===== src/rtl/sum_uart_tx.sv =====
// sum_uart_tx: serialises 8-bit sums from the adder stage onto one UART pin.
//
// Accepted words are buffered in a small circular FIFO and transmitted as
// 8N1 frames (start bit, 8 data bits LSB first, stop bit). Back-to-back
// frames follow each other with no idle gap while the FIFO holds data.
//
// Optional build macro SUM_UART_TX_PARITY_EN: when defined, an even-parity
// bit is inserted between the last data bit and the stop bit (8E1 framing,
// 11 bit times per frame). When undefined, frames are plain 8N1.
//
// Parameters:
//   CLKS_PER_BIT  clock cycles per UART bit (>= 2)
//   FIFO_DEPTH    FIFO entries (power of 2, >= 2)
//
// Ports:
//   clk       system clock
//   rst_n     asynchronous active-low reset
//   ena       design enable; 0 freezes all state
//   in_data   sum from the adder stage
//   in_valid  in_data is valid this cycle
//   in_ready  block can accept in_data this cycle (FIFO not full)
//   tx        UART serial output, idles high
//   busy      frame in progress or FIFO not empty
//   overflow  sticky: a word was offered while the FIFO was full
module sum_uart_tx #(
    parameter int CLKS_PER_BIT = 16,
    parameter int FIFO_DEPTH   = 4
) (
    input  logic       clk,
    input  logic       rst_n,
    input  logic       ena,
    input  logic [7:0] in_data,
    input  logic       in_valid,
    output logic       in_ready,
    output logic       tx,
    output logic       busy,
    output logic       overflow
);

    localparam int AW = $clog2(FIFO_DEPTH);
    localparam int CW = AW + 1;
    localparam int TW = $clog2(CLKS_PER_BIT);
    localparam logic [TW-1:0] TMAX  = TW'(CLKS_PER_BIT - 1);
    localparam logic [CW-1:0] CFULL = CW'(FIFO_DEPTH);

`ifdef SUM_UART_TX_PARITY_EN
    typedef enum logic [2:0] {
        IDLE   = 3'd0,
        START  = 3'd1,
        DATA   = 3'd2,
        PARITY = 3'd3,
        STOP   = 3'd4
    } state_t;
`else
    typedef enum logic [2:0] {
        IDLE  = 3'd0,
        START = 3'd1,
        DATA  = 3'd2,
        STOP  = 3'd3
    } state_t;
`endif

    // FIFO storage and bookkeeping
    logic [7:0]    mem [FIFO_DEPTH];
    logic [AW-1:0] wr_ptr;
    logic [AW-1:0] rd_ptr;
    logic [CW-1:0] count;
    logic          fifo_full;
    logic          fifo_empty;
    logic          push;
    logic          pop;

    // Transmitter state
    state_t        state;
    logic [TW-1:0] timer;
    logic [2:0]    bit_idx;
    logic [7:0]    shift;
    logic          bit_end;
`ifdef SUM_UART_TX_PARITY_EN
    logic          par_bit;
`endif

    assign fifo_full  = (count == CFULL);
    assign fifo_empty = (count == '0);
    assign bit_end    = (timer == '0);

    // Handshake and status depend only on flops, never on in_valid.
    assign in_ready = !fifo_full;
    assign busy     = (state != IDLE) || !fifo_empty;

    assign push = ena && in_valid && !fifo_full;
    // The head is taken either from IDLE or at the last cycle of a stop bit,
    // which is what lets consecutive frames abut with no idle gap.
    assign pop  = ena && !fifo_empty &&
                  ((state == IDLE) || ((state == STOP) && bit_end));

    // FIFO data array: payload only, no reset needed
    always_ff @(posedge clk) begin
        if (push) begin
            mem[wr_ptr] <= in_data;
        end
    end

    // FIFO pointers, occupancy count and sticky overflow flag
    always_ff @(posedge clk or negedge rst_n) begin
        if (!rst_n) begin
            wr_ptr   <= '0;
            rd_ptr   <= '0;
            count    <= '0;
            overflow <= 1'b0;
        end else begin
            if (push) begin
                wr_ptr <= wr_ptr + AW'(1);
            end
            if (pop) begin
                rd_ptr <= rd_ptr + AW'(1);
            end
            case ({push, pop})
                2'b10:   count <= count + CW'(1);
                2'b01:   count <= count - CW'(1);
                default: count <= count;
            endcase
            if (ena && in_valid && fifo_full) begin
                overflow <= 1'b1;
            end
        end
    end

    // Frame sequencer; tx is registered here so the pin never glitches
    always_ff @(posedge clk or negedge rst_n) begin
        if (!rst_n) begin
            state   <= IDLE;
            timer   <= '0;
            bit_idx <= '0;
            shift   <= '0;
            tx      <= 1'b1;
`ifdef SUM_UART_TX_PARITY_EN
            par_bit <= 1'b0;
`endif
        end else if (ena) begin
            case (state)
                IDLE: begin
                    tx <= 1'b1;
                    if (pop) begin
                        shift   <= mem[rd_ptr];
`ifdef SUM_UART_TX_PARITY_EN
                        par_bit <= ^mem[rd_ptr];
`endif
                        timer   <= TMAX;
                        bit_idx <= '0;
                        tx      <= 1'b0;
                        state   <= START;
                    end
                end

                START: begin
                    if (bit_end) begin
                        timer   <= TMAX;
                        bit_idx <= '0;
                        tx      <= shift[0];
                        state   <= DATA;
                    end else begin
                        timer <= timer - TW'(1);
                    end
                end

                DATA: begin
                    if (bit_end) begin
                        timer <= TMAX;
                        if (bit_idx == 3'd7) begin
`ifdef SUM_UART_TX_PARITY_EN
                            tx    <= par_bit;
                            state <= PARITY;
`else
                            tx    <= 1'b1;
                            state <= STOP;
`endif
                        end else begin
                            // Next bit is shift[1] before the shift lands
                            shift   <= shift >> 1;
                            tx      <= shift[1];
                            bit_idx <= bit_idx + 3'd1;
                        end
                    end else begin
                        timer <= timer - TW'(1);
                    end
                end

`ifdef SUM_UART_TX_PARITY_EN
                PARITY: begin
                    if (bit_end) begin
                        timer <= TMAX;
                        tx    <= 1'b1;
                        state <= STOP;
                    end else begin
                        timer <= timer - TW'(1);
                    end
                end
`endif

                STOP: begin
                    if (bit_end) begin
                        if (pop) begin
                            shift   <= mem[rd_ptr];
`ifdef SUM_UART_TX_PARITY_EN
                            par_bit <= ^mem[rd_ptr];
`endif
                            timer   <= TMAX;
                            bit_idx <= '0;
                            tx      <= 1'b0;
                            state   <= START;
                        end else begin
                            tx    <= 1'b1;
                            state <= IDLE;
                        end
                    end else begin
                        timer <= timer - TW'(1);
                    end
                end

                default: begin
                    tx    <= 1'b1;
                    timer <= '0;
                    state <= IDLE;
                end
            endcase
        end
    end

endmodule


===== config.mk =====
export PLATFORM = sky130hd
export DESIGN_NAME = sum_uart_tx
export DESIGN_NICKNAME = d
export VERILOG_FILES = /design/src/rtl/sum_uart_tx.sv
export SDC_FILE = /design/constraint.sdc
export NUM_CORES = 1
export LEC_CHECK = 0
export ABC_AREA = 1
export CAP_MARGIN = 25
export CORE_AREA = 2 2 79 81
export DETAILED_ROUTE_END_ITERATION = 10
export DIE_AREA = 0 0 81 83
export PLACE_DENSITY = 0.7
export SETUP_SLACK_MARGIN = 0.02
export SKIP_CTS_REPAIR_TIMING = 1
export SYNTH_ARGS = -nofsm -noshare
export SYNTH_HDL_FRONTEND = slang
export SYNTH_SLANG_ARGS = --single-unit

===== constraint.sdc =====
create_clock -name clk -period 2.3 [get_ports clk]
set_input_delay 0.46 -clock clk [delete_from_list [all_inputs] [get_ports clk]]
set_output_delay 0.46 -clock clk [all_outputs]
set_load 0.05 [all_outputs]

==> metrics.yaml <==
routedWlPerCell_um: 12.8
numCtsBuffers: 9
ios: 16
timing.final.ws_setup_ns: 0.188
grt_max_degree: 27
finalCritPeriodShare_pct: 91.8
initial_core_util_pct: 49.6
synth-async-reset-ratio_pct: 44.8
crit_path_end_kind: "output port"
cap_viol_max_count: 0
drive_gt1_share_pct: 16.7
min_from: "shift[0]"
path_clk_slew_ns: 0.07
synth_area_leaders: "edfxtp_1, dfrtp_1, nand2_1"
drtPass1Iterations: 4
synth_mux_area_share_pct: 0
max_freq_mhz: 474
grt_overflow: 0
rsz0062_at_grt: "no"
p_int_uw: 2540
yosysSeqAreaShare_pct: 55.9
clk_latency_ns: 0.33
routed_wl_mm: 5.40
post-place-ws_ns: -0.0911
power_density_mw_per_mm2: 1310
fin_nets: 369
yosys_warnings: 0
cts.path.max_buffers: 2
synth_area_per_cell_um2: 9.39
grt_pass1_wl_mm: 9.32
layout_min_cycle_time_ns: 2.11
r2r-start: "timer[0]"
netlist_area_mm2: 0.00288
die_h_um: 83
ir_drop_mv: 0.624
dp.cells: 405
p_sw_share_pct: 43.3
critPathLaunchType: "flip-flop"
path_cells: "clkdlybuf4s50_1"
cp_slowest_stage_delay_ns: 0.79
synth_top_cell_area_share_pct: 33.3
synth_top_family_by_area: "simple AND/OR/NAND/NOR gates"
finalSetupViolCount: 0
drtAntennaViolNets: 0
antenna_found_initial: 0
path_delay_family: "buffers and inverters"
p_clk_share_pct: 18.8
cp-startpoint: "tx"
worst-path-max-fanout: 2
h-tree-depth: 3
vias: 2118
comb_power_share_pct: 46.2
seq_power_share_pct: 35.0
detail_route.iter0.violations: 154
place_hpwl_mm: 3.69
worstSetupPathType: "reg2out"
synth_top_cell_by_area: "edfxtp_1"
leakagePower_uw: 0.00158
synthCells: 307
drc_errors: 0
synth_cell_type_count: 28
worst_pin_slew_ns: 0.506
cp.required_ns: 1.84
synthAdderAreaFrac_pct: 6.33
fin_skew_ns: 0.0111
cpMaxStageDelayCell: "clkdlybuf4s50_1"
grt_pass1_vias: 2040
grt_usage_pct: 18.2
synth_edf_count: 32
diodes: 0
cts_tree: "built"
num_rows: 28
maxSlewHeadroom_pct: 66.2
synth_nets: 333
switchingPower_uw: 1940
synth_common_cells: "nand2_1, nand3_1, edfxtp_1"
arrival_ns: 1.65
hold_viol: 0
hold_class: "reg2reg"
outcome: "complete, no violations"
ys_seq_elements: 58
cts_root_buf: "clkbuf_8"
synth_ff_type: "edfxtp_1"
core_mm2: 0.00582
final-max-slew-violation-count: 0
area_growth_syn_to_layout_pct: 18.4
yosys.area_share.simple_pct: 27.5
die_w_um: 81
io_buffers: 15
cp.buffers_inverters: 1
yosysMostFrequentCell: "nand2_1"
numClockSinks: 58
synth_xor_area_share_pct: 1.52
die-area_mm2: 0.00672
synth_compound_area_share_pct: 3.95
total_power_uw: 4470
fillCellCount: 526
final_cells: 423
gp_congestion: 0.807
post_drt_via_cell_ratio: 5.01
kinds of logic (layout without fill, tap and decap cells):
kind of cell / after synthesis / count (layout)
fa+ha+maj: 14 / 14
flops: 58 / 58
compound gates: 20 / 20
xor+xnor: 5 / 5
buf+inv: 34 / 75
simple gates: 176 / 176
power groups by stage:
stage,combinational (uW),clock [uW],sequential (uW)
after floorplan,1500,0,1570
after global placement,1960,0,1580
after detailed placement,2010,0,1580
after CTS,2020,857,1570
after global routing,2380,908,1600
final,2070,839,1570
per-stage QoR:
step	hold WS [ns]	area, um2	setup TNS, ns	utilization (%)
2_1_floorplan	0.164	2890	0	-
3_3_place_gp	0.456	3200	-0.0389	55.1
3_5_place_dp	0.460	3200	-0.0911	55.1
4_1_cts	0.478	3380	-0.0747	58.2
5_1_grt	0.494	3420	0	58.7
6_report	0.475	3420	0	58.7
placed cells by master, fill, tap and decap left out, drive strengths merged:
cell type,n
clkinvlp,2
nor2,16
nand3,46
clkdlybuf4s50,13
xor2,4
dlymetal6s2s,1
dfstp,1
buf,18
xnor2,1
o21ai,9
edfxtp,32
nand4,1
ha,13
clkbuf,9
a31oi,1
a22oi,1
inv,28
clkinv,4
o21bai,1
fa,1
nand2,113
dfrtp,25
a21oi,8
worst register-to-register path, delay by kind of cell (launching register included):
| family | cells | cell delay [ns] |
|---|---|---|
| AOI/OAI and AO/OA | 2 | 0.24 |
| xor gates and xnor gates | 1 | 0.15 |
| adders and majority gates | 3 | 0.64 |
| buffers and inverters | 3 | 0.22 |
| DFF | 1 | 0.41 |
| and+or+nand+nor | 3 | 0.28 |
registers in the layout, summed over array words and instances (netlist names), 2 cells and up:
register and cells:
state 2, mem 32, bit_idx 3, shift 8, wr_ptr 2, count 3
rd_ptr 2, timer 4
layout make-up:
class	count	area [um2]	area share [%]
Sequential cell	58	1610	47.2
Inverter	27	101	2.97
Tap cell	75	93.8	2.75
Multi-Input combinational cell	215	1150	33.7
Clock inverter	7	55.1	1.61
Timing Repair Buffer	32	278	8.13
Clock buffer	9	124	3.63
final timing paths:
check / to / slack, ns / cells past startpoint
worst max-delay path: tx / 0.19 / 1
worst min-delay path: shift[0] / 0.47 / 2
worst max register to register: count[2] / 0.24 / 12
max in group asynchronous: tx / 1.50 / 2
min in group asynchronous: bit_idx[1] / 0.50 / 2
worst min register to register: shift[0] / 0.47 / 2
metal layers:
layer / track usage, % / part of all wire [%]
met5: 0 / 0
met4: 5.55 / 1.3
met3: 5.65 / 4.6
met2: 28.4 / 48
met1: 24.3 / 46
(Power assumes the default switching activity.)
